[src/rtl/key_entry_pkg.sv]
// Shared types and constants for the hex key-entry display.
// Holds the controller state encoding and the seven-segment glyph table.
package key_entry_pkg;

  typedef enum logic [1:0] {
    ST_IDLE     = 2'd0,
    ST_DEBOUNCE = 2'd1,
    ST_HELD     = 2'd2
  } state_e;

  localparam logic [6:0] BLANK = 7'h00;

  // Entry n is the segment pattern (g..a) for hex digit n.
  localparam logic [15:0][6:0] GLYPH = {
    7'h71, 7'h79, 7'h5E, 7'h39, 7'h7C, 7'h77, 7'h6F, 7'h7F,
    7'h07, 7'h7D, 7'h6D, 7'h66, 7'h4F, 7'h5B, 7'h06, 7'h3F
  };

endpackage

[src/rtl/hex7seg.sv]
// Combinational hex-to-seven-segment decoder with blanking enable.
module hex7seg
  import key_entry_pkg::*;
(
  input  logic [3:0] hex_i,
  input  logic       en_i,
  output logic [6:0] seg_o
);

  assign seg_o = en_i ? GLYPH[hex_i] : BLANK;

endmodule

[src/rtl/key_entry_display.sv]
// Debounced hex keypad entry with backspace/clear and a multi-digit 7-segment readout.
// Buttons are synchronized, debounced as one group, and commit exactly one action per press.
//
// state    | meaning
// ---------+-------------------------------------------------------------
// IDLE     | no button seen; waiting for any synchronized button
// DEBOUNCE | button seen; counting stable cycles before committing
// HELD     | action committed; waiting for all buttons to be released
module key_entry_display
  import key_entry_pkg::*;
#(
  parameter int N_KEYS     = 16,
  parameter int N_DIGITS   = 8,
  parameter int DEB_CYCLES = 2
) (
  input  logic                              hz100,
  input  logic                              reset,
  input  logic [N_KEYS-1:0]                 pb,
  input  logic                              bksp,
  input  logic                              clr,
  output logic [8*N_DIGITS-1:0]             ss,
  output logic [4*N_DIGITS-1:0]             value,
  output logic [$clog2(N_DIGITS+1)-1:0]     count,
  output logic                              keystrobe,
  output logic                              overflow
);

  localparam int VW = 4 * N_DIGITS;
  localparam int CW = $clog2(N_DIGITS + 1);
  localparam int DW = $clog2(DEB_CYCLES + 1);
  localparam int SW = N_KEYS + 2;

  localparam logic [CW-1:0] FULL     = CW'(N_DIGITS);
  localparam logic [DW-1:0] DEB_LOAD = DW'(DEB_CYCLES - 1);

  logic [SW-1:0]  sync1_q, sync2_q;
  state_e         state_q, state_d;
  logic [DW-1:0]  cnt_q, cnt_d;
  logic [VW-1:0]  value_q, value_d;
  logic [CW-1:0]  count_q, count_d;
  logic           keystrobe_q, keystrobe_d;
  logic           overflow_q, overflow_d;

  logic              any_key;
  logic              commit;
  logic [N_KEYS-1:0] pb_s;
  logic              bksp_s, clr_s;
  logic [3:0]        digit_idx;

  function automatic logic [3:0] highest_idx(input logic [N_KEYS-1:0] p);
    logic [3:0] r;
    r = 4'd0;
    for (int i = 0; i < N_KEYS; i++) begin
      if (p[i]) r = 4'(i);
    end
    return r;
  endfunction

  // Two-flop synchronizer for every button, packed as {clr, bksp, pb}.
  always_ff @(posedge hz100 or negedge reset) begin
    if (!reset) begin
      sync1_q <= '0;
      sync2_q <= '0;
    end else begin
      sync1_q <= {clr, bksp, pb};
      sync2_q <= sync1_q;
    end
  end

  assign pb_s      = sync2_q[N_KEYS-1:0];
  assign bksp_s    = sync2_q[N_KEYS];
  assign clr_s     = sync2_q[N_KEYS+1];
  assign any_key   = |sync2_q;
  assign digit_idx = highest_idx(pb_s);

  always_ff @(posedge hz100 or negedge reset) begin
    if (!reset) begin
      state_q <= ST_IDLE;
      cnt_q   <= '0;
    end else begin
      state_q <= state_d;
      cnt_q   <= cnt_d;
    end
  end

  // Stability counter runs down to terminal count zero, then commits.
  always_comb begin
    state_d = state_q;
    cnt_d   = cnt_q;
    commit  = 1'b0;
    case (state_q)
      ST_IDLE: begin
        if (any_key) begin
          state_d = ST_DEBOUNCE;
          cnt_d   = DEB_LOAD;
        end
      end
      ST_DEBOUNCE: begin
        if (!any_key) begin
          state_d = ST_IDLE;
          cnt_d   = '0;
        end else if (cnt_q == '0) begin
          commit  = 1'b1;
          state_d = ST_HELD;
        end else begin
          cnt_d = cnt_q - DW'(1);
        end
      end
      ST_HELD: begin
        if (!any_key) state_d = ST_IDLE;
      end
      default: begin
        state_d = ST_IDLE;
        cnt_d   = '0;
      end
    endcase
  end

  // Action datapath; priority is clr, then bksp, then the highest digit.
  always_comb begin
    value_d     = value_q;
    count_d     = count_q;
    keystrobe_d = 1'b0;
    overflow_d  = 1'b0;
    if (commit) begin
      keystrobe_d = 1'b1;
      if (clr_s) begin
        value_d = '0;
        count_d = '0;
      end else if (bksp_s) begin
        if (count_q != '0) begin
          value_d = value_q >> 4;
          count_d = count_q - CW'(1);
        end
      end else if (count_q == FULL) begin
        overflow_d = 1'b1;
      end else begin
        value_d = (value_q << 4) | VW'(digit_idx);
        count_d = count_q + CW'(1);
      end
    end
  end

  always_ff @(posedge hz100 or negedge reset) begin
    if (!reset) begin
      value_q     <= '0;
      count_q     <= '0;
      keystrobe_q <= 1'b0;
      overflow_q  <= 1'b0;
    end else begin
      value_q     <= value_d;
      count_q     <= count_d;
      keystrobe_q <= keystrobe_d;
      overflow_q  <= overflow_d;
    end
  end

  assign value     = value_q;
  assign count     = count_q;
  assign keystrobe = keystrobe_q;
  assign overflow  = overflow_q;

  // Digit 0 always shows "0" on an empty entry so the display never goes dark.
  for (genvar d = 0; d < N_DIGITS; d++) begin : g_dig
    logic       en;
    logic [6:0] seg;
    assign en = (count_q > CW'(d)) || ((d == 0) && (count_q == '0));
    hex7seg u_hex7seg (
      .hex_i (value_q[4*d +: 4]),
      .en_i  (en),
      .seg_o (seg)
    );
    assign ss[8*d +: 8] = {1'b0, seg};
  end

endmodule

[config.mk]
export PLATFORM = sky130hd
export DESIGN_NAME = key_entry_display
export DESIGN_NICKNAME = d
export VERILOG_FILES = /design/src/rtl/key_entry_pkg.sv /design/src/rtl/hex7seg.sv /design/src/rtl/key_entry_display.sv
export SDC_FILE = /design/constraint.sdc
export NUM_CORES = 1
export LEC_CHECK = 0
export CORE_UTILIZATION = 30
export CTS_CLUSTER_DIAMETER = 150
export DETAILED_ROUTE_END_ITERATION = 12
export GPL_ROUTABILITY_DRIVEN = 0
export SLEW_MARGIN = 20
export SYNTH_ARGS = -nofsm -noshare
export SYNTH_HDL_FRONTEND = slang
export SYNTH_SLANG_ARGS = --single-unit
[constraint.sdc]
create_clock -name hz100 -period 1.75 [get_ports hz100]
set_input_delay 0.35 -clock hz100 [delete_from_list [all_inputs] [get_ports hz100]]
set_output_delay 0.35 -clock hz100 [all_outputs]
set_load 0.1 [all_outputs]
## Word level (Yosys, flattened, before mapping)

Memory sizes are Yosys's and may differ from the RTL's.
Cells that the tools add are included.

| word-level totals | value |
|---|---|
| memories | 8 |
| bits of input ports | 20 |
| register bits | 78 |
| bits in read-only memories | 896 |
| output and inout bits | 102 |

Memories:

| name | words | width | read ports | clocked after Yosys merged registers in | wr ports | line | text |
|---|---|---|---|---|---|---|---|
| (name not given) | 16 | 7 | 1 | 0 | 0 | hex7seg.sv:10 | `assign seg_o = en_i ? GLYPH[hex_i] : BLANK;` |
| (name not given) | 16 | 7 | 1 | 0 | 0 | hex7seg.sv:10 |  |
| (name not given) | 16 | 7 | 1 | 0 | 0 | hex7seg.sv:10 |  |
| (name not given) | 16 | 7 | 1 | 0 | 0 | hex7seg.sv:10 |  |
| (name not given) | 16 | 7 | 1 | 0 | 0 | hex7seg.sv:10 |  |
| (name not given) | 16 | 7 | 1 | 0 | 0 | hex7seg.sv:10 |  |
| 2 more memories | - | - | - | - | - | - |  |

| cells by class | value |
|---|---|
| eq/ne operators | 9 |
| bitwise gates (word level) | 2 |
| mux-type cells | 55 |
| magnitude comparators | 16 |
| reduce and logical (&&, ||, !) cells | 9 |
| add/sub/neg operators | 3 |

Operators by type and width:

| cell | count |
|---|---|
| 2-to-1 mux 32 bit | 4 |
| 2-to-1 mux 7 bit | 16 |
| 2-to-1 mux 4 bit | 18 |
| < comparator 4 x 5 -> 1 bit (second input constant) | 8 |
| bitwise OR 32 x 4 -> 32 bit | 1 |
| OR reduction 18 bit | 1 |
| > comparator 4 x 3 -> 1 bit (second input constant) | 4 |
| 2-to-1 mux 2 bit | 6 |
| case mux 2 bit (3 select lines) | 2 |
| 2-to-1 mux 1 bit | 9 |
| != test 3 bit (second input constant) | 3 |
| AND reduction 3 bit | 3 |
| > comparator 4 x 1 -> 1 bit (second input constant) | 2 |
| > comparator 4 x 2 -> 1 bit (second input constant) | 2 |
| adder 4 x 1 -> 4 bit (second input constant) | 1 |
| equality test 4 bit (second input constant) | 1 |
| logical NOT 2 bit | 2 |
| logical NOT 4 bit | 1 |
| != test 2 bit (second input constant) | 2 |
| nonzero test 4 bit | 1 |
| subtractor 4 x 1 -> 4 bit (second input constant) | 1 |
| != test 3 x 1 -> 1 bit (second input constant) | 1 |
| equality test 2 x 1 -> 1 bit (second input constant) | 1 |
| equality test 2 bit (second input constant) | 1 |
| other kinds (3) | 3 |

## Depth between registers and ports, before layout

Gate-level depths: netlist of run 1.

| depth | value |
|---|---|
| depth after elaboration | 19 |
| gate-level depth with buffers | 9 |

## Modules after synthesis

Synthesis of run 1 repeated with hierarchy kept, for this count alone.

| unflattened totals | value |
|---|---|
| cells, all modules | 591 |
| area, all modules | 5868.1 um^2 |

Modules (own cells, without submodules):

| module | cells each | seq. area each (um^2) | area an instance (um^2) | instances |
|---|---|---|---|---|
| key_entry_display | 292 | 1951.9 | 3319.4 | 1 |
| hex7seg at g_dig[0].u_hex7seg ... | 37 | 0.0 | 324.1 | 7 |
| hex7seg at g_dig[3].u_hex7seg | 40 | 0.0 | 280.3 | 1 |

## Worst setup path after synthesis of run 1

No wires, ideal clock.

| timing | value |
|---|---|
| path type | register to output |
| start point | register count_q[0] (netlist: count[0]) |
| end point | output ss[45] |
| buffers on the path | 0 |
| slack | -2.697 ns |
| stages on the path, launching flop included | 6 |
| data required time | 1.400 ns |
| arrival | 4.097 ns |
| cells stage by stage | dfrtp_1 -> inv_1 -> ha_1 -> nor2_1 -> a21oi_1 -> a311oi_1 |

| between the ends | value |
|---|---|
| longest elaborated chain between the ends | 2 |

Ends and longest elaborated chain:

| element | line | text |
|---|---|---|
| start: declaration | key_entry_display.sv:40 | `logic [CW-1:0] count_q, count_d;` |
| start signal: assignment | key_entry_display.sv:152 | `count_q <= count_d;` |
| > comparator 4 x 3 -> 1 bit | key_entry_display.sv:167 | `assign en = (count_q > CW'(d)) \|\| ((d == 0) && (count_q == '0));` |
| 2-to-1 mux 7 bit | hex7seg.sv:10 |  |
| end: declaration | key_entry_display.sv:21 | `output logic [8*N_DIGITS-1:0] ss,` |

Every way passes these cells.

## Worst setup path after layout of run 1

| timing | value |
|---|---|
| start point | register value_q[24] (netlist: value[24]) |
| end point | output ss[51] |

| between the ends | value |
|---|---|
| longest elaborated chain between the ends | 3 |

Ends and longest elaborated chain:

| element | line | text |
|---|---|---|
| start: declaration | key_entry_display.sv:39 | `logic [VW-1:0] value_q, value_d;` |
| start signal: assignment | key_entry_display.sv:151 | `value_q <= value_d;` |
| memory (16 x 7 bit) | - |  |
| 2-to-1 mux 7 bit (not written as such) | hex7seg.sv:10 |  |
| 2-to-1 mux 7 bit | hex7seg.sv:10 |  |

Every way passes these cells. The select of a mux whose other input is x is not followed.

==> results of run 1 <==
## power groups by stage
| stage | clock network (mW) | logic (mW) | registers (mW) |
|---|---|---|---|
| floorplan | 0 | 8.80 | 3.48 |
| global placement | 0 | 14.5 | 2.65 |
| detailed placement | 0 | 14.7 | 2.67 |
| global route | 1.88 | 16.9 | 2.71 |
| CTS | 1.77 | 15.9 | 2.66 |
| finish | 1.75 | 16.4 | 2.66 |
## final timing paths
path,startpoint,endpoint,slack (ns),depth (start not counted)
worst max-delay path,value[24],ss[51],-0.53,6
worst max register to register,sync2_q[7],value[27],-0.24,7
min in group asynchronous,reset,sync1_q[0],0.45,2
worst min-delay path,sync1_q[11],sync2_q[11],0.34,0
max in group asynchronous,reset,value[23],0.75,3
worst min register to register,sync1_q[11],sync2_q[11],0.34,0
## flip-flops by register name, summed over array words and instances, names as in the netlist
name	flops
value	32
overflow	1
state_q	2
count	4
sync2_q	18
cnt_q	2
sync1_q	18
keystrobe	1
## final cells by class
cell class / instances / area [µm²]
fillers: 1090 / 5210
inverters: 28 / 168
well taps: 220 / 275
flip-flops and latches: 78 / 2090
multi-input cells: 430 / 5000
clock inverters: 7 / 57.6
repair buffers: 276 / 3680
clock buffers: 9 / 225
## per-stage QoR
step / instance area, µm² / hold WS (ns)
after floorplan: 7030 / 0.0544
after global placement: 9890 / 0.271
after detailed placement: 9890 / 0.272
after CTS: 11100 / 0.345
after global routing: 11500 / 0.345
final: 11500 / 0.342
## cells in the mapped netlist (17+ instances only)
cell type,n,share of area
dfrtp_1,78,0.38
nand2_1,67,0.049
nor2_1,46,0.033
a21oi_1,43,0.042
ha_1,42,0.10
clkbuf_1,34,0.025
mux2i_1,34,0.066
o31ai_1,29,0.042
a211oi_1,28,0.041
inv_1,27,0.020
o21ai_0,26,0.025
nor2b_1,17,0.021
## repair_timing
| item | in CTS | in global routing |
|---|---|---|
| pin swaps | 80 | 33 |
| resized for setup | 143 | 83 |
| gates cloned | 6 | 0 |
| hold endpoints to repair | 23 | 0 |
| setup buffers | 23 | 15 |
| hold buffers | 1 | 0 |
| setup endpoints to repair | 93 | 93 |
## critical path, cell delays in order (launching register included)
cell and delay, ns:
dfrtp_4 0.46, inv_4 0.05, ha_4 0.26, inv_2 0.03, mux4_2 0.48, nor2_4 0.13, buf_12 0.18
## kinds of logic after synthesis
group	count (synthesis)
compound gates	163
xor+xnor	3
fa+ha+maj	42
buf+inv	80
flops	78
mux	36
other cells	1
simple gates	178
## routing by layer
layer / vias up / share of wire
met2: 112 / 0.55
met3: 18 / 0.036
met1: 2626 / 0.40
met5: - / 0
met4: 0 / 0.013
li1: 2512 / -
==> impl_metrics.csv, run 1 <==
group,metric,value,unit
run_status,status,"complete, but fails checks",
run_status,violations,"setup timing",
sta,drv_slew,0,
floorplan,coreArea,0.0167,mm²
placed_design,dpl.cell_count,995,
final_layout,finalNonFillerCells,1048,
grt,grt_pass1_wl,28100,µm
setup_path,cp-end-kind,"output pin",
yosys,synth_edf_count,0,
final_layout,layout_common_cells,"buf_4, buf_12, dfrtp_1",
routing,drtIter0Drc,197,
yosys,synth_xor_area_frac,0.00508,
yosys,ys_types,48,
routing,via_per_inst,5.03,
power,ir_worst_vdd,2070,µV
yosys,netlist_area,0.00517,mm²
clocking,cts_tree,"done",
yosys,ys_seq_area_frac,0.378,
floorplan,die_width,133,µm
power,power_frac_comb,0.787,
routing,drc_errors,0,
yosys,synthSimpleGateAreaFrac,0.163,
placed_design,dp.final_hpwl,11900,µm
routing,vias,5268,
yosys,async_reset_ff_frac,1.00,
setup_path,required,1.40,ns
floorplan,die_area,0.0178,mm²
routing,wl_per_cell,16.7,µm
grt,grt_max_degree,41,
setup_path,critical_path.max_fanout,5,
clocking,clock-sinks,78,
clocking,cts_buffers,9,
min_path,hp-class,"reg -> reg",
power,power_switching_share,0.537,
final_layout,num_antenna_cells,0,
sta,finalCritPeriodShare,1.30,
final_layout,drive_above_1_share,0.709,
power,power_frac_seq,0.128,
power,power.density,1810,mW/mm²
floorplan,ioPinCount,122,
yosys,ys.flop_type,"dfrtp_1",
placed_design,post-place-ws,-0.204,ns
sta,setup_tns,-26.26,ns
setup_path,start_kind,"flip-flop",
sta,worst_slack,-0.532,ns
sta,rsz0062_at_grt,"true",
yosys,synth.area.mux_share,0.0724,
routing,drt-total-wl,17500,µm
yosys,synth-compound-area-share,0.212,
grt,grt_pass1_vias,5519,
power,p_sw,11.2,mW
yosys,synthAdderAreaFrac,0.102,
final_layout,mostFrequentLayoutCell,"buf_4",
grt,antenna_found_initial,0,
yosys,ys_seq_elements,78,
floorplan,rows,47,
job,max_cap_viol_count,0,
grt,grtUsageMet1,0.232,
sta,max_freq,438,MHz
yosys,synth_top_family_by_area,"compound AO/OA/AOI/OAI gates",
grt,busiest_layer,"met2",
placed_design,numPortBuffers,113,
power,p_leak,4.71,nW
floorplan,fp.dieH,133,µm
setup_path,cp.arrival,1.93,ns
routing,drtPass1Iterations,4,
routing,antenna_left,0,
sta,skew,0.00771,ns
grt,gr-usage-met3,0.0335,
clocking,clkTransAtPathRegs,0.07,ns
power,clkPwrFrac,0.084,
clocking,clock_latency,0.33,ns
final_layout,synthToLayoutAreaGrowth,122,%
yosys,synthCells,581,
floorplan,initial_utilization,0.309,
clocking,htree_levels,3,
final_layout,final_nets,885,
yosys,ys.warnings.count,0,
setup_path,path_class,"reg -> out",
sta,post-route-min-period,2.28,ns
power,p_int,9.61,mW
yosys,syn_avg_cell_area,8.90,µm²
clocking,cts-root-buf,"clkbuf_16",
final_layout,final_util,0.688,
power,finalPower,20.8,mW
grt,grt_overflow_total,0,
clocking,clock_path_buffers,2,
sta,hold_viol,0,
grt,grt_usage,0.194,
sta,setup_viol,92,
grt,grt_util_met2,0.353,
Note: power is estimated with default switching activity, not from simulation.
==> run 2: changes to the inputs <==
PLACE_DENSITY = 0.51   (was unset)
==> impl_metrics.csv, run 2 (synthesis gave the netlist of run 1 again) <==
group,metric,value,unit
placed_design,numPortBuffers,113,
final_layout,largest_reg_flops,32,
clocking,clock_latency,0.34,ns
sta,drv_slew,0,
floorplan,coreArea,0.0167,mm²
grt,grt_overflow_total,0,
run_status,status,"complete, but fails checks",
sta,max_freq,444,MHz
clocking,cts-root-buf,"clkbuf_16",
sta,fin_hold_ws,0.346,ns
sta,setup_viol,95,
clocking,clock-sinks,78,
clocking,cts_buffers,9,
setup_path,cp.arrival,1.90,ns
final_layout,final_nets,900,
sta,hold_viol,0,
grt,antenna_found_initial,0,
setup_path,start_kind,"flip-flop",
min_path,hp-class,"reg -> reg",
sta,rsz0062_at_grt,"true",
sta,worst_slack,-0.500,ns
power,finalPower,21.5,mW
floorplan,rows,47,
routing,wl_per_cell,16.1,µm
floorplan,fp.dieH,133,µm
routing,drtIter0Drc,131,
power,ir_worst_vdd,1670,µV
final_layout,layout_common_cells,"buf_4, buf_12, dfrtp_1",
routing,drtPass1Iterations,4,
grt,grt_max_degree,31,
floorplan,die_area,0.0178,mm²
grt,grt_pass1_vias,5452,
final_layout,mostFrequentLayoutCell,"buf_4",
power,p_leak,4.83,nW
final_layout,multi_input_area,0.00521,mm²
final_layout,register_area,0.00209,mm²
routing,via_per_inst,4.93,
grt,grt_pass1_wl,27500,µm
grt,grt_usage,0.192,
final_layout,num_antenna_cells,0,
floorplan,initial_utilization,0.309,
routing,drc_errors,0,
final_layout,nFillCells,1150,
sta,skew,0.0117,ns
floorplan,die_width,133,µm
sta,setup_tns,-25.76,ns
clocking,clkTransAtPathRegs,0.05,ns
routing,drt-total-wl,17100,µm
clocking,htree_levels,3,
job,max_cap_viol_count,0,
placed_design,dp.final_hpwl,11900,µm
setup_path,cp-end-kind,"output pin",
final_layout,synthToLayoutAreaGrowth,130,%
clocking,cts_tree,"done",
floorplan,ioPinCount,122,
run_status,violations,"setup timing",
routing,vias,5240,
power,power.density,1810,mW/mm²
setup_path,required,1.40,ns
setup_path,path_class,"reg -> out",
final_layout,drive_above_1_share,0.733,
clocking,clock_path_buffers,2,
sta,finalCritPeriodShare,1.29,
setup_path,critical_path.max_fanout,7,
routing,antenna_left,0,
sta,post-route-min-period,2.25,ns
## run 2: cell count changes in the layout (fill, tap and decap cells not counted), sizes merged
| cell | previous run | this run |
|---|---|---|
| buf | 257 | 270 |
| clkbuf | 9 | 13 |
| bufinv | 0 | 2 |
| clkinv | 4 | 2 |
| clkinvlp | 2 | 1 |
| inv | 29 | 28 |
## run 2: per-stage QoR
step / cell area, µm² / std cells / setup WS (ns) / utilization
5_1_grt: 11900 / 1063 / -0.549 / 0.712
2_1_floorplan: 7030 / 588 / -0.724 / -
3_3_place_gp: 9910 / 996 / -0.174 / 0.593
4_1_cts: 11200 / 1044 / -0.510 / 0.670
6_report: 11900 / 1063 / -0.500 / 0.712
3_5_place_dp: 9910 / 996 / -0.183 / 0.593
## run 2: critical path, stage by stage, from the launching register on
cell and delay, ns:
dfrtp_4 0.52, ha_4 0.18, nor2_4 0.16, a21oi_4 0.08, buf_12 0.15, a311oi_4 0.25, buf_12 0.21
## run 2: cell type report
cell class | instances | share of cell area
clock buffers | 11 | 0.0204
clock inverters | 5 | 0.00684
inverters | 28 | 0.0147
multi-input cells | 430 | 0.438
flip-flops and latches | 78 | 0.176
well taps | 220 | 0.0231
repair buffers | 291 | 0.321
## run 2: worst paths after layout
path	start	endpoint	slack, ns	cells past startpoint
min reg2reg	sync1_q[4]	sync2_q[4]	0.35	0
max in group asynchronous	reset	value[12]	0.74	3
min	sync1_q[4]	sync2_q[4]	0.35	0
max	count[0]	ss[45]	-0.50	6
max reg2reg	sync2_q[6]	value[26]	-0.19	8
min in group asynchronous	reset	value[0]	0.47	2
## run 2: repair_timing
item | 4_1_cts | 5_1_grt
pin swaps | 66 | 58
hold buffers | 1 | 0
cloned | 4 | 2
endpoints found under the setup margin | 92 | 99
hold endpoints to repair | 27 | 0
buffers inserted | 30 | 26
resized for setup | 147 | 127
## run 2: layer usage
layer,up-vias,global-route usage,share of wire
met5,-,0,0
met4,0,0.0511,0.014
met3,18,0.0202,0.021
met2,88,0.349,0.54
li1,2538,-,-
met1,2596,0.241,0.42
## run 2: power by group
part / switching (mW) / internal, mW / leakage [nW]
clock network: 0.749 / 1.29 / 0.156
logic: 9.99 / 6.74 / 3.76
registers: 0.591 / 2.12 / 0.917
total: 11.3 / 10.1 / 4.83
==> run 3: changes to the inputs <==
CORE_MARGIN = 2   (was unset)
==> impl_metrics.csv, run 3 (synthesis gave the netlist of run 1 again) <==
group,metric,value,unit
run_status,status,"complete, but fails checks",
run_status,violations,"setup timing",
final_layout,num_antenna_cells,0,
power,power_frac_seq,0.126,
final_layout,largest_reg_flops,32,
sta,hold_viol,0,
min_path,hold_path_end,"sync2_q[10]",
setup_path,startpoint,"value[24]",
routing,wl_per_cell,16.3,µm
placed_design,postPlaceCellArea,0.00984,mm²
final_layout,synthToLayoutAreaGrowth,127,%
grt,grt_overflow_total,0,
placed_design,dp.final_hpwl,11700,µm
power,p_sw,11.3,mW
final_layout,finalNonFillerCells,1051,
sta,rsz0062_at_grt,"true",
floorplan,die_width,135,µm
final_layout,nFillCells,1172,
clocking,clock_path_buffers,2,
job,max_cap_viol_count,0,
routing,drtPass1Iterations,4,
sta,fin_hold_ws,0.341,ns
grt,grt_pass1_wl,27800,µm
setup_path,reg2reg_slack,-0.21,ns
setup_path,cp.arrival,1.90,ns
min_path,hp-class,"reg -> reg",
grt,grt_pass1_vias,5526,
min_path,whs_path_depth,0,
clocking,cts_buffers,9,
grt,antenna_found_initial,0,
grt,grt_max_degree,36,
floorplan,die_area,0.0183,mm²
setup_path,cp-end-kind,"output pin",
power,p_int,10.0,mW
sta,worst_slack,-0.505,ns
routing,drtIter0Drc,154,
power,p_leak,4.78,nW
clocking,cts_tree,"done",
routing,vias,5238,
routing,via_per_inst,4.98,
power,finalPower,21.3,mW
floorplan,fp.dieH,135,µm
sta,post-route-min-period,2.25,ns
final_layout,mostFrequentLayoutCell,"buf_12",
final_layout,layout_common_cells,"buf_12, buf_4, dfrtp_1",
setup_path,rr_endpoint,"value[11]",
final_layout,final_nets,888,
floorplan,coreArea,0.0167,mm²
routing,antenna_left,0,
setup_path,rr_worst_depth,7,
sta,skew,0.0106,ns
clocking,clock-sinks,78,
sta,max_freq,444,MHz
sta,setup_viol,94,
clocking,clock_latency,0.34,ns
placed_design,dpl.cell_count,987,
power,power.density,1820,mW/mm²
final_layout,drive_above_1_share,0.729,
routing,drt-total-wl,17200,µm
final_layout,postLayoutCellArea,0.0117,mm²
clocking,htree_levels,3,
placed_design,numPortBuffers,113,
sta,drv_slew,0,
routing,drc_errors,0,
floorplan,initial_utilization,0.309,
clocking,clkTransAtPathRegs,0.07,ns
grt,grt_usage,0.188,
power,power_frac_comb,0.783,
power,ir_worst_vdd,1640,µV
min_path,min_from,"sync1_q[10]",
power,power_switching_share,0.530,
floorplan,ioPinCount,122,
placed_design,post-place-ws,-0.197,ns
setup_path,start_kind,"flip-flop",
setup_path,path_class,"reg -> out",
setup_path,critical_path.max_fanout,4,
power,clkPwrFrac,0.090,
setup_path,required,1.40,ns
sta,finalCritPeriodShare,1.29,
setup_path,rr_startpoint,"sync2_q[7]",
floorplan,rows,47,
clocking,cts-root-buf,"clkbuf_16",
run 3: worst max path at each step:
stage	to	slack [ns]	cells after the start
3_3_place_gp	ss[51]	-0.17	6
6_report	ss[51]	-0.50	6
5_1_grt	ss[45]	-0.57	7
3_5_place_dp	ss[51]	-0.20	6
2_1_floorplan	ss[45]	-0.72	5
4_1_cts	ss[48]	-0.51	6
run 3: critical path, cell delays in order (launching register included):
cell and delay (ns):
dfrtp_4 0.46, inv_4 0.05, ha_4 0.25, inv_2 0.03, mux4_2 0.48, nor2_4 0.12, buf_12 0.18
run 3: area by class of cell:
cell class | instances | area (µm²) | area share
Tap cell | 220 | 275 | 0.0235
Multi-Input combinational cell | 430 | 5110 | 0.436
Timing Repair Buffer | 279 | 3770 | 0.322
Clock inverter | 7 | 78.8 | 0.00673
Clock buffer | 9 | 225 | 0.0192
Inverter | 28 | 173 | 0.0147
Sequential cell | 78 | 2090 | 0.178
run 3: metrics by stage:
stage               utilization  setup TNS, ns
finish                    0.702         -25.91
global route              0.702         -31.85
CTS                       0.672         -26.87
detailed placement        0.589          -5.56
global placement          0.589          -4.12
floorplan                     -         -30.03
run 3: what timing repair did:
action / CTS / global route
gates resized for setup: 159 / 102
hold buffers: 1 / 0
endpoints found under the setup margin: 94 / 103
buffers inserted: 35 / 18
cloned: 7 / 0
pin swaps: 63 / 54
endpoints found under the hold margin: 32 / 0
run 3: power by group through the flow:
stage	registers, mW	logic (mW)	clock network [mW]
floorplan	3.48	8.80	0
global placement	2.70	14.5	0
detailed placement	2.71	14.6	0
CTS	2.68	16.2	1.96
global route	2.75	17.2	2.06
finish	2.69	16.7	1.92
run 3: metal layers:
layer	wire length, µm	track usage	up-vias
li1	-	-	2520
met1	7230	0.241	2595
met2	9160	0.324	103
met3	567	0.0333	20
met4	204	0.0527	0
met5	0	0	-
